`src/rtl/fhe_cpu.sv`:
```
// rtl/fhe_cpu.sv - RNS BFV ciphertext arithmetic coprocessor; optional busy_out port under FHE_CPU_BUSY_EN

package fhe_types_pkg;
    localparam int RNS_PRIME_BITS = 16;
    localparam int N_SLOTS        = 4;
    localparam int N_PRIMES       = 2;
    localparam int IDX_W          = 4;

    typedef logic [RNS_PRIME_BITS-1:0] rns_residue_t;
    typedef rns_residue_t [N_SLOTS-1:0][N_PRIMES-1:0] q_BASIS_poly;

    localparam rns_residue_t q_BASIS [N_PRIMES] = '{16'd65521, 16'd65497};

    typedef enum logic [2:0] {
        NO_OP,
        OP_CT_CT_ADD,
        OP_CT_PT_ADD,
        OP_CT_PT_MUL,
        OP_CT_CT_MUL
    } op_mode_t;

    typedef struct packed {
        op_mode_t         mode;
        logic [IDX_W-1:0] idx1_a;
        logic [IDX_W-1:0] idx1_b;
        logic [IDX_W-1:0] idx2_a;
        logic [IDX_W-1:0] idx2_b;
        logic [IDX_W-1:0] out_a;
        logic [IDX_W-1:0] out_b;
    } operation;

    // a+b kept one bit wider so the single conditional subtract is exact
    function automatic rns_residue_t mod_add(rns_residue_t a, rns_residue_t b, rns_residue_t q);
        logic [RNS_PRIME_BITS:0] s;
        s = {1'b0, a} + {1'b0, b};
        if (s >= {1'b0, q})
            s = s - {1'b0, q};
        return s[RNS_PRIME_BITS-1:0];
    endfunction

    function automatic rns_residue_t mod_reduce(logic [2*RNS_PRIME_BITS-1:0] p, rns_residue_t q);
        logic [2*RNS_PRIME_BITS-1:0] r;
        r = p % {{RNS_PRIME_BITS{1'b0}}, q};
        return r[RNS_PRIME_BITS-1:0];
    endfunction
endpackage

module fhe_rf
    import fhe_types_pkg::*;
#(
    parameter int NUM_REGS = 16,
    parameter int AW       = $clog2(NUM_REGS)
) (
    input  logic          clk,
    input  logic          we,
    input  logic [AW-1:0] waddr_a,
    input  q_BASIS_poly   wdata_a,
    input  logic [AW-1:0] waddr_b,
    input  q_BASIS_poly   wdata_b,
    input  logic [AW-1:0] raddr [4],
    output q_BASIS_poly   rdata [4]
);
    q_BASIS_poly mem [NUM_REGS];

    // both halves land on one edge; port b is written last so it wins on aliasing
    always_ff @(posedge clk) begin
        if (we) begin
            mem[waddr_a] <= wdata_a;
            mem[waddr_b] <= wdata_b;
        end
    end

    // asynchronous reads so all four sources are snapshotted at the capture edge
    always_comb begin
        for (int i = 0; i < 4; i++)
            rdata[i] = mem[raddr[i]];
    end
endmodule

module fhe_cpu
    import fhe_types_pkg::*;
#(
    parameter int NUM_REGS   = 16,
    parameter int MUL_STAGES = 2
) (
    input  logic     clk,
    input  logic     reset,
    input  operation op,
`ifdef FHE_CPU_BUSY_EN
    output logic     busy_out,
`endif
    output logic     done_out
);
    localparam int AW    = $clog2(NUM_REGS);
    localparam int PW    = 2 * RNS_PRIME_BITS;
    localparam int CNT_W = $clog2(MUL_STAGES + 1) + 1;

    typedef enum logic [1:0] {IDLE, EXEC, WB, DONE} state_t;

    state_t           state, state_nxt;
    op_mode_t         cmd_mode;
    logic [AW-1:0]    cmd_out_a, cmd_out_b;
    logic [CNT_W-1:0] cnt;
    logic             capture;
    logic             wr_en;

    q_BASIS_poly      op1a, op1b, op2a, op2b;
    logic [AW-1:0]    raddr [4];
    q_BASIS_poly      rdata [4];
    q_BASIS_poly      res_a, res_b;
    q_BASIS_poly      red_a, red_x, red_b, sum_a;

    logic [PW-1:0]    pipe_a [MUL_STAGES][N_SLOTS][N_PRIMES];
    logic [PW-1:0]    pipe_x [MUL_STAGES][N_SLOTS][N_PRIMES];
    logic [PW-1:0]    pipe_b [MUL_STAGES][N_SLOTS][N_PRIMES];
    logic [MUL_STAGES-1:0] mul_vld;
    logic             add_vld;

    assign capture  = (state == IDLE) && (op.mode != NO_OP);
    assign raddr[0] = op.idx1_a[AW-1:0];
    assign raddr[1] = op.idx1_b[AW-1:0];
    assign raddr[2] = op.idx2_a[AW-1:0];
    assign raddr[3] = op.idx2_b[AW-1:0];

    fhe_rf #(.NUM_REGS(NUM_REGS)) u_rf_q (
        .clk     (clk),
        .we      (wr_en),
        .waddr_a (cmd_out_a),
        .wdata_a (res_a),
        .waddr_b (cmd_out_b),
        .wdata_b (res_b),
        .raddr   (raddr),
        .rdata   (rdata)
    );

    // control state: FSM, latched command fields and the EXEC countdown
    always_ff @(posedge clk or posedge reset) begin
        if (reset) begin
            state     <= IDLE;
            cmd_mode  <= NO_OP;
            cmd_out_a <= '0;
            cmd_out_b <= '0;
            cnt       <= '0;
        end else begin
            state <= state_nxt;
            if (capture) begin
                cmd_mode  <= op.mode;
                cmd_out_a <= op.out_a[AW-1:0];
                cmd_out_b <= op.out_b[AW-1:0];
                // CT_CT_MUL spends one extra EXEC cycle for its add stage
                cnt       <= (op.mode == OP_CT_CT_MUL) ? CNT_W'(MUL_STAGES) : CNT_W'(MUL_STAGES - 1);
            end else if (state == EXEC) begin
                cnt <= cnt - 1'b1;
            end
        end
    end

    // next-state and status outputs
    always_comb begin
        state_nxt = state;
        done_out  = 1'b0;
        case (state)
            IDLE: if (capture)
                      state_nxt = (op.mode == OP_CT_CT_ADD || op.mode == OP_CT_PT_ADD) ? WB : EXEC;
            EXEC: if (cnt == '0) state_nxt = WB;
            WB:   state_nxt = DONE;
            DONE: begin
                      done_out  = 1'b1;
                      state_nxt = IDLE;
                  end
            default: state_nxt = IDLE;
        endcase
    end

`ifdef FHE_CPU_BUSY_EN
    assign busy_out = (state != IDLE);
`endif

    // source snapshot; operands stay frozen for the whole command
    always_ff @(posedge clk) begin
        if (capture) begin
            op1a <= rdata[0];
            op1b <= rdata[1];
            op2a <= rdata[2];
            op2b <= rdata[3];
        end
    end

    // pipeline valids only mark data in flight; reset aborts them
    always_ff @(posedge clk or posedge reset) begin
        if (reset) begin
            mul_vld <= '0;
            add_vld <= 1'b0;
        end else begin
            mul_vld[0] <= (state == EXEC);
            for (int k = 1; k < MUL_STAGES; k++)
                mul_vld[k] <= mul_vld[k-1];
            add_vld <= mul_vld[MUL_STAGES-1];
        end
    end

    // three product lanes: A1*op2b, A2*B1, B1*op2b (op2b is either PT or B2)
    always_ff @(posedge clk) begin
        for (int s = 0; s < N_SLOTS; s++) begin
            for (int p = 0; p < N_PRIMES; p++) begin
                pipe_a[0][s][p] <= PW'(op1a[s][p]) * PW'(op2b[s][p]);
                pipe_x[0][s][p] <= PW'(op2a[s][p]) * PW'(op1b[s][p]);
                pipe_b[0][s][p] <= PW'(op1b[s][p]) * PW'(op2b[s][p]);
                for (int k = 1; k < MUL_STAGES; k++) begin
                    pipe_a[k][s][p] <= pipe_a[k-1][s][p];
                    pipe_x[k][s][p] <= pipe_x[k-1][s][p];
                    pipe_b[k][s][p] <= pipe_b[k-1][s][p];
                end
                sum_a[s][p] <= mod_add(red_a[s][p], red_x[s][p], q_BASIS[p]);
            end
        end
    end

    // modular reduction at the multiplier pipeline output
    always_comb begin
        red_a = '0;
        red_x = '0;
        red_b = '0;
        for (int s = 0; s < N_SLOTS; s++) begin
            for (int p = 0; p < N_PRIMES; p++) begin
                red_a[s][p] = mod_reduce(pipe_a[MUL_STAGES-1][s][p], q_BASIS[p]);
                red_x[s][p] = mod_reduce(pipe_x[MUL_STAGES-1][s][p], q_BASIS[p]);
                red_b[s][p] = mod_reduce(pipe_b[MUL_STAGES-1][s][p], q_BASIS[p]);
            end
        end
    end

    // result select per mode and write-back enable
    always_comb begin
        res_a = op1a;
        res_b = op1b;
        wr_en = 1'b0;
        case (cmd_mode)
            OP_CT_CT_ADD: begin
                for (int s = 0; s < N_SLOTS; s++)
                    for (int p = 0; p < N_PRIMES; p++) begin
                        res_a[s][p] = mod_add(op1a[s][p], op2a[s][p], q_BASIS[p]);
                        res_b[s][p] = mod_add(op1b[s][p], op2b[s][p], q_BASIS[p]);
                    end
                wr_en = (state == WB);
            end
            OP_CT_PT_ADD: begin
                for (int s = 0; s < N_SLOTS; s++)
                    for (int p = 0; p < N_PRIMES; p++)
                        res_b[s][p] = mod_add(op1b[s][p], op2b[s][p], q_BASIS[p]);
                wr_en = (state == WB);
            end
            OP_CT_PT_MUL: begin
                res_a = red_a;
                res_b = red_b;
                wr_en = (state == WB) && mul_vld[MUL_STAGES-1];
            end
            OP_CT_CT_MUL: begin
                res_a = sum_a;
                res_b = red_b;
                wr_en = (state == WB) && add_vld;
            end
            default: wr_en = 1'b0;
        endcase
    end
endmodule

```
`config.mk`:
```
export PLATFORM = sky130hd
export DESIGN_NAME = fhe_cpu
export DESIGN_NICKNAME = d
export VERILOG_FILES = /design/src/rtl/fhe_cpu.sv
export SDC_FILE = /design/constraint.sdc
export NUM_CORES = 1
export LEC_CHECK = 0
export CORE_AREA = 5 5 42 44
export CTS_CLUSTER_SIZE = 8
export DETAILED_ROUTE_END_ITERATION = 8
export DIE_AREA = 0 0 47 49
export PLACE_DENSITY = 0.67
export SLEW_MARGIN = 30
export SYNTH_ARGS = -nofsm -noshare
export SYNTH_HDL_FRONTEND = slang
export SYNTH_HIERARCHICAL = 1
export SYNTH_SLANG_ARGS = --single-unit
```
`constraint.sdc`:
```
create_clock -name clk -period 1.5 [get_ports clk]
set_input_delay 0.45 -clock clk [delete_from_list [all_inputs] [get_ports clk]]
set_output_delay 0.45 -clock clk [all_outputs]
set_load 0.05 [all_outputs]
```
### After elaboration in Yosys (flattened, before gate mapping)

Cells that the tools add are included.

* register bits: 5
* latch bits: 0
* bits in writable memories: 0
* ROM bits: 0
* input bits: 29
* output and inout bits: 1
* logic and storage cells: 26
* memories: 0

* $add $sub $neg: 1
* $mul: 0
* div/mod/pow operators: 0
* $lt $le $gt $ge: 0
* equality and inequality tests: 8
* shift-type cells: 0
* multiplexer cells: 8
* bitwise operators: 0
* reductions and logical operators: 7

Operators by type and width (number)
* $mux 2: 4
* $pmux 2 s4: 1
* $mux 3: 2
* $eq 2x2->1 const B: 2
* $ne 2x2->1 const B: 2
* $eq 3x1->1 const B: 1
* $eq 3x2->1 const B: 1
* $eq 3x3->1 const B: 1
* $logic_not 3->1: 1
* $reduce_bool 3->1: 1
* $sub 3x1->3 const B: 1
* $eq 2x1->1 const B: 1
* $logic_not 2->1: 1
* $reduce_and 2->1: 1
* $reduce_bool 2->1: 1
* $logic_and 1x1->1: 1
* $logic_or 1x1->1: 1
* $mux 1: 1

### Depth between registers and ports, before layout

* depth after elaboration: 5
* mapped depth: 5

### Worst setup path after synthesis

OpenSTA, ideal clock, no wires.

* kind: reg2reg
* start: register state[0]
* end: register state[0]
* library setup time: 118 ps
* arrival: 1186 ps
* required time: 1382 ps
* slack: 196 ps
* cell stages (with the launch flop): 6
* period minus slack after synthesis: 1304 ps
* cells stage by stage: dfrtp_1 -> inv_1 -> ha_1 -> and2b_1 -> a22o_1 -> a21o_1

* word-level cells in the longest chain between the ends: 4
* elaborated cells on any way between the ends: 9

RTL lines
* start: declaration: RTL line 100 `state_t state, state_nxt;`
* start signal: assignment: RTL line 145 `state <= state_nxt;`
* $logic_not 2->1: RTL line 119, 162
* $logic_and 1x1->1: RTL line 119 `assign capture = (state == IDLE) && (op.mode != NO_OP);`
* $ne 2x2->1 (no source line)
* $reduce_and 2->1 (no source line)

Parallel ways exist; a longest one is shown, timed or not.
A chain may end at the register's enable or synchronous reset.

### Final worst setup path

* start: register state[0]
* end: output port done_out

* word-level cells in the longest chain between the ends: 2

RTL lines
* $eq 2x2->1: RTL line 162 `case (state)`
* $mux 1: RTL line 162
* end: declaration: RTL line 92 `output logic done_out`

No other way between the ends.

==> results.sh <==
export IMPL_status="complete, no violations"
export IMPL_setup_tns_ns=0
export IMPL_layout_drive_gt1_share_pct=12.8
export IMPL_intPower_w=0.000558
export IMPL_cpLargestDelayFamily="flip-flops"
export IMPL_syn_num_nets=73
export IMPL_diodes=0
export IMPL_wl_per_cell_um=9.05
export IMPL_worstPathRequired_ns=1.05
export IMPL_fin_nets=83
export IMPL_ys_warn_count=6
export IMPL_syn_area_um2=349
export IMPL_drc_errors=0
export IMPL_end_kind="output port"
export IMPL_hold_path_class="input pin to asynchronous set/reset pin"
export IMPL_grt_pass1_vias=268
export IMPL_rsz0062_at_grt="false"
export IMPL_yosys_register_bits=5
export IMPL_grt_max_degree=8
export IMPL_drt_total_wl_um=570
export IMPL_sequentialPowerShare_pct=26.8
export IMPL_worstSetupStartpoint="state[0]"
export IMPL_grt_first_pass_wirelength_mm=1.01
export IMPL_area_growth_pct=32.6
export IMPL_leakagePower_nw=0.238
export IMPL_synth_seq_area_share_pct=35.8
export IMPL_die_y_um=49
export IMPL_worst_pin_slew_ns=0.259
export IMPL_layout_common_cells="6 x inv_1, 5 x dfrtp_1, 4 x nand2_1, 4 x ha_1"
export IMPL_crit_path_cell_trace="ha_2, buf_12"
export IMPL_fin_crit_ns=1.45
export IMPL_powerDensity_nw_per_um2=2020
export IMPL_final_common_cell="inv_1"
export IMPL_max_freq_ghz=0.688
export IMPL_cp_num_buf_inv=1
export IMPL_num_rows=14
export IMPL_place_area_um2=429
export IMPL_worstSetupStartpointType="flop"
export IMPL_antenna_left=0
export IMPL_cts_buffer_depth=2
export IMPL_hold_viol=0
export IMPL_clockRootBuffer="clkbuf_4"
export IMPL_clockPowerShare_pct=15.9
export IMPL_die_area_um2=2300
export IMPL_cts_tree="yes"
export IMPL_power_switching_w=0.000375
export IMPL_cts_made_buffers=3
export IMPL_p_comb_share_pct=57.3
export IMPL_coreArea_um2=1400
export IMPL_place_hpwl_um=475
export IMPL_start_util_pct=24.9
export IMPL_stdcell_area_um2=463
export IMPL_n_fill_cell=150
export IMPL_io_buffers=5
export IMPL_setup_viol=0
export IMPL_worst_setup_path_type="flop to output port"
export IMPL_cts_sinks=5
export IMPL_antenna_found_initial=0
export IMPL_drt_iter0_drc=3
export IMPL_slew_violations=0
export IMPL_path_max_fanout=4
export IMPL_grt_ovfl_total=0
export IMPL_final_period_utilization_pct=96.9
export IMPL_via_per_inst=4.41
export IMPL_cts_setup_buffers=0
export IMPL_arrival_ns=1.00
export IMPL_io_pins=30
export IMPL_reg2reg_slack_ns=0.11
export IMPL_cpMaxStageDelayCell="dfrtp_1"
export IMPL_switching_share_pct=40.2
export IMPL_cp_slowest_stage_delay_ns=0.41
export IMPL_place_congestion=0.711
export IMPL_ys_types=15
export IMPL_r2r_start="state[0]"
export IMPL_relSlewSlack_pct=82.7
export IMPL_irDropWorstVdd_uv=642
export IMPL_synth_cells=38
export IMPL_dr_total_vias=278
export IMPL_htreeDepth=1
export IMPL_die_w_um=47
export IMPL_clk_pin_slew_worst_paths_ns=0.04
export IMPL_dr_pass1_iters=4
export IMPL_syn_avg_cell_area_um2=9.19
export IMPL_grt_usage_pct=6.16
export IMPL_finalClockSkew_ns=0.000265
export IMPL_maxCapViolations=0
export IMPL_insertion_delay_ns=0.23
power groups by stage:
| stage | clock network [W] | registers [W] | logic [W] |
|---|---|---|---|
| after detailed placement | 0 | 0.000251 | 0.000536 |
| after floorplan | 0 | 0.000239 | 0.000399 |
| after global placement | 0 | 0.000249 | 0.000526 |
| after CTS | 0.000157 | 0.000249 | 0.000540 |
| final | 0.000148 | 0.000250 | 0.000535 |
| after global routing | 0.000165 | 0.000261 | 0.000612 |
per-stage QoR:
step                hold WS (ns)  util (%)  setup WS (ns)  cells  power [W]
floorplan                  0.229         -          0.196     38   0.000638
global placement           0.546      30.6         -0.144     59   0.000775
detailed placement         0.556      30.6         -0.141     59   0.000787
CTS                        0.400      32.7         0.0375     63   0.000947
global route               0.418      33.0        0.00776     63    0.00104
finish                     0.403      33.0         0.0466     63   0.000933
metal layers:
metal / GRT usage [%] / share of wire (%) / vias up
met1: 7.59 / 44 / 126
li1: - / - / 143
met5: 0 / 0 / -
met4: 5.99 / 0 / 0
met2: 7.69 / 44 / 9
met3: 2.21 / 13 / 0
synthesized netlist by cell type (all sizes together):
library cell | n | area [um^2]
a21oi | 3 | 15.0
nand2 | 4 | 15.0
inv | 6 | 22.5
dfrtp | 5 | 125
or3 | 1 | 6.26
nor2 | 3 | 11.3
o21ai | 1 | 5.00
a221oi | 1 | 8.76
nand2b | 1 | 6.26
a222oi | 1 | 10.0
a22o | 1 | 8.76
a21o | 2 | 15.0
xor2 | 2 | 17.5
and2b | 1 | 7.51
ha | 6 | 75.1
cell families after synthesis:
family / synth area share (%)
AND/OR/NAND/NOR: 13.3
AO/OA/AOI/OAI: 17.9
buffers and inverters: 6.45
adder cells (fa/ha/maj): 21.5
flip-flops: 35.8
XOR/XNOR: 5.02
path summary, 6_finish.rpt:
path / depth (start not counted) / endpoint
setup / recovery: 2 / done_out
hold / removal: 2 / cnt[0]
setup reg to reg: 5 / state[1]
hold reg to reg: 1 / state[0]
max in group asynchronous: 2 / state[1]
min in group clk: 3 / cnt[1]
repair_timing:
| action | in CTS | in global routing |
|---|---|---|
| hold buffers | 0 | 0 |
| hold endpoints to repair | 0 | 0 |
| resized for setup | 1 | 2 |
| cloned | 0 | 0 |
| setup endpoints to repair | 1 | 1 |
| pin swaps | 0 | 1 |
area by class of cell:
class                      count  area [um^2]  area share (%)
multi-input combinational     27          206            44.6
sequential                     5          125            27.0
timing repair buffer           5         62.6            13.5
clock buffer                   4         26.3            5.68
inverter                       6         22.5            4.86
tap                           16         20.0            4.32
sequential cells by signal, indices dropped and copies added, names as in the netlist:
name,flops
cnt,3
state,2
Note: power is estimated with default switching activity, not from simulation.
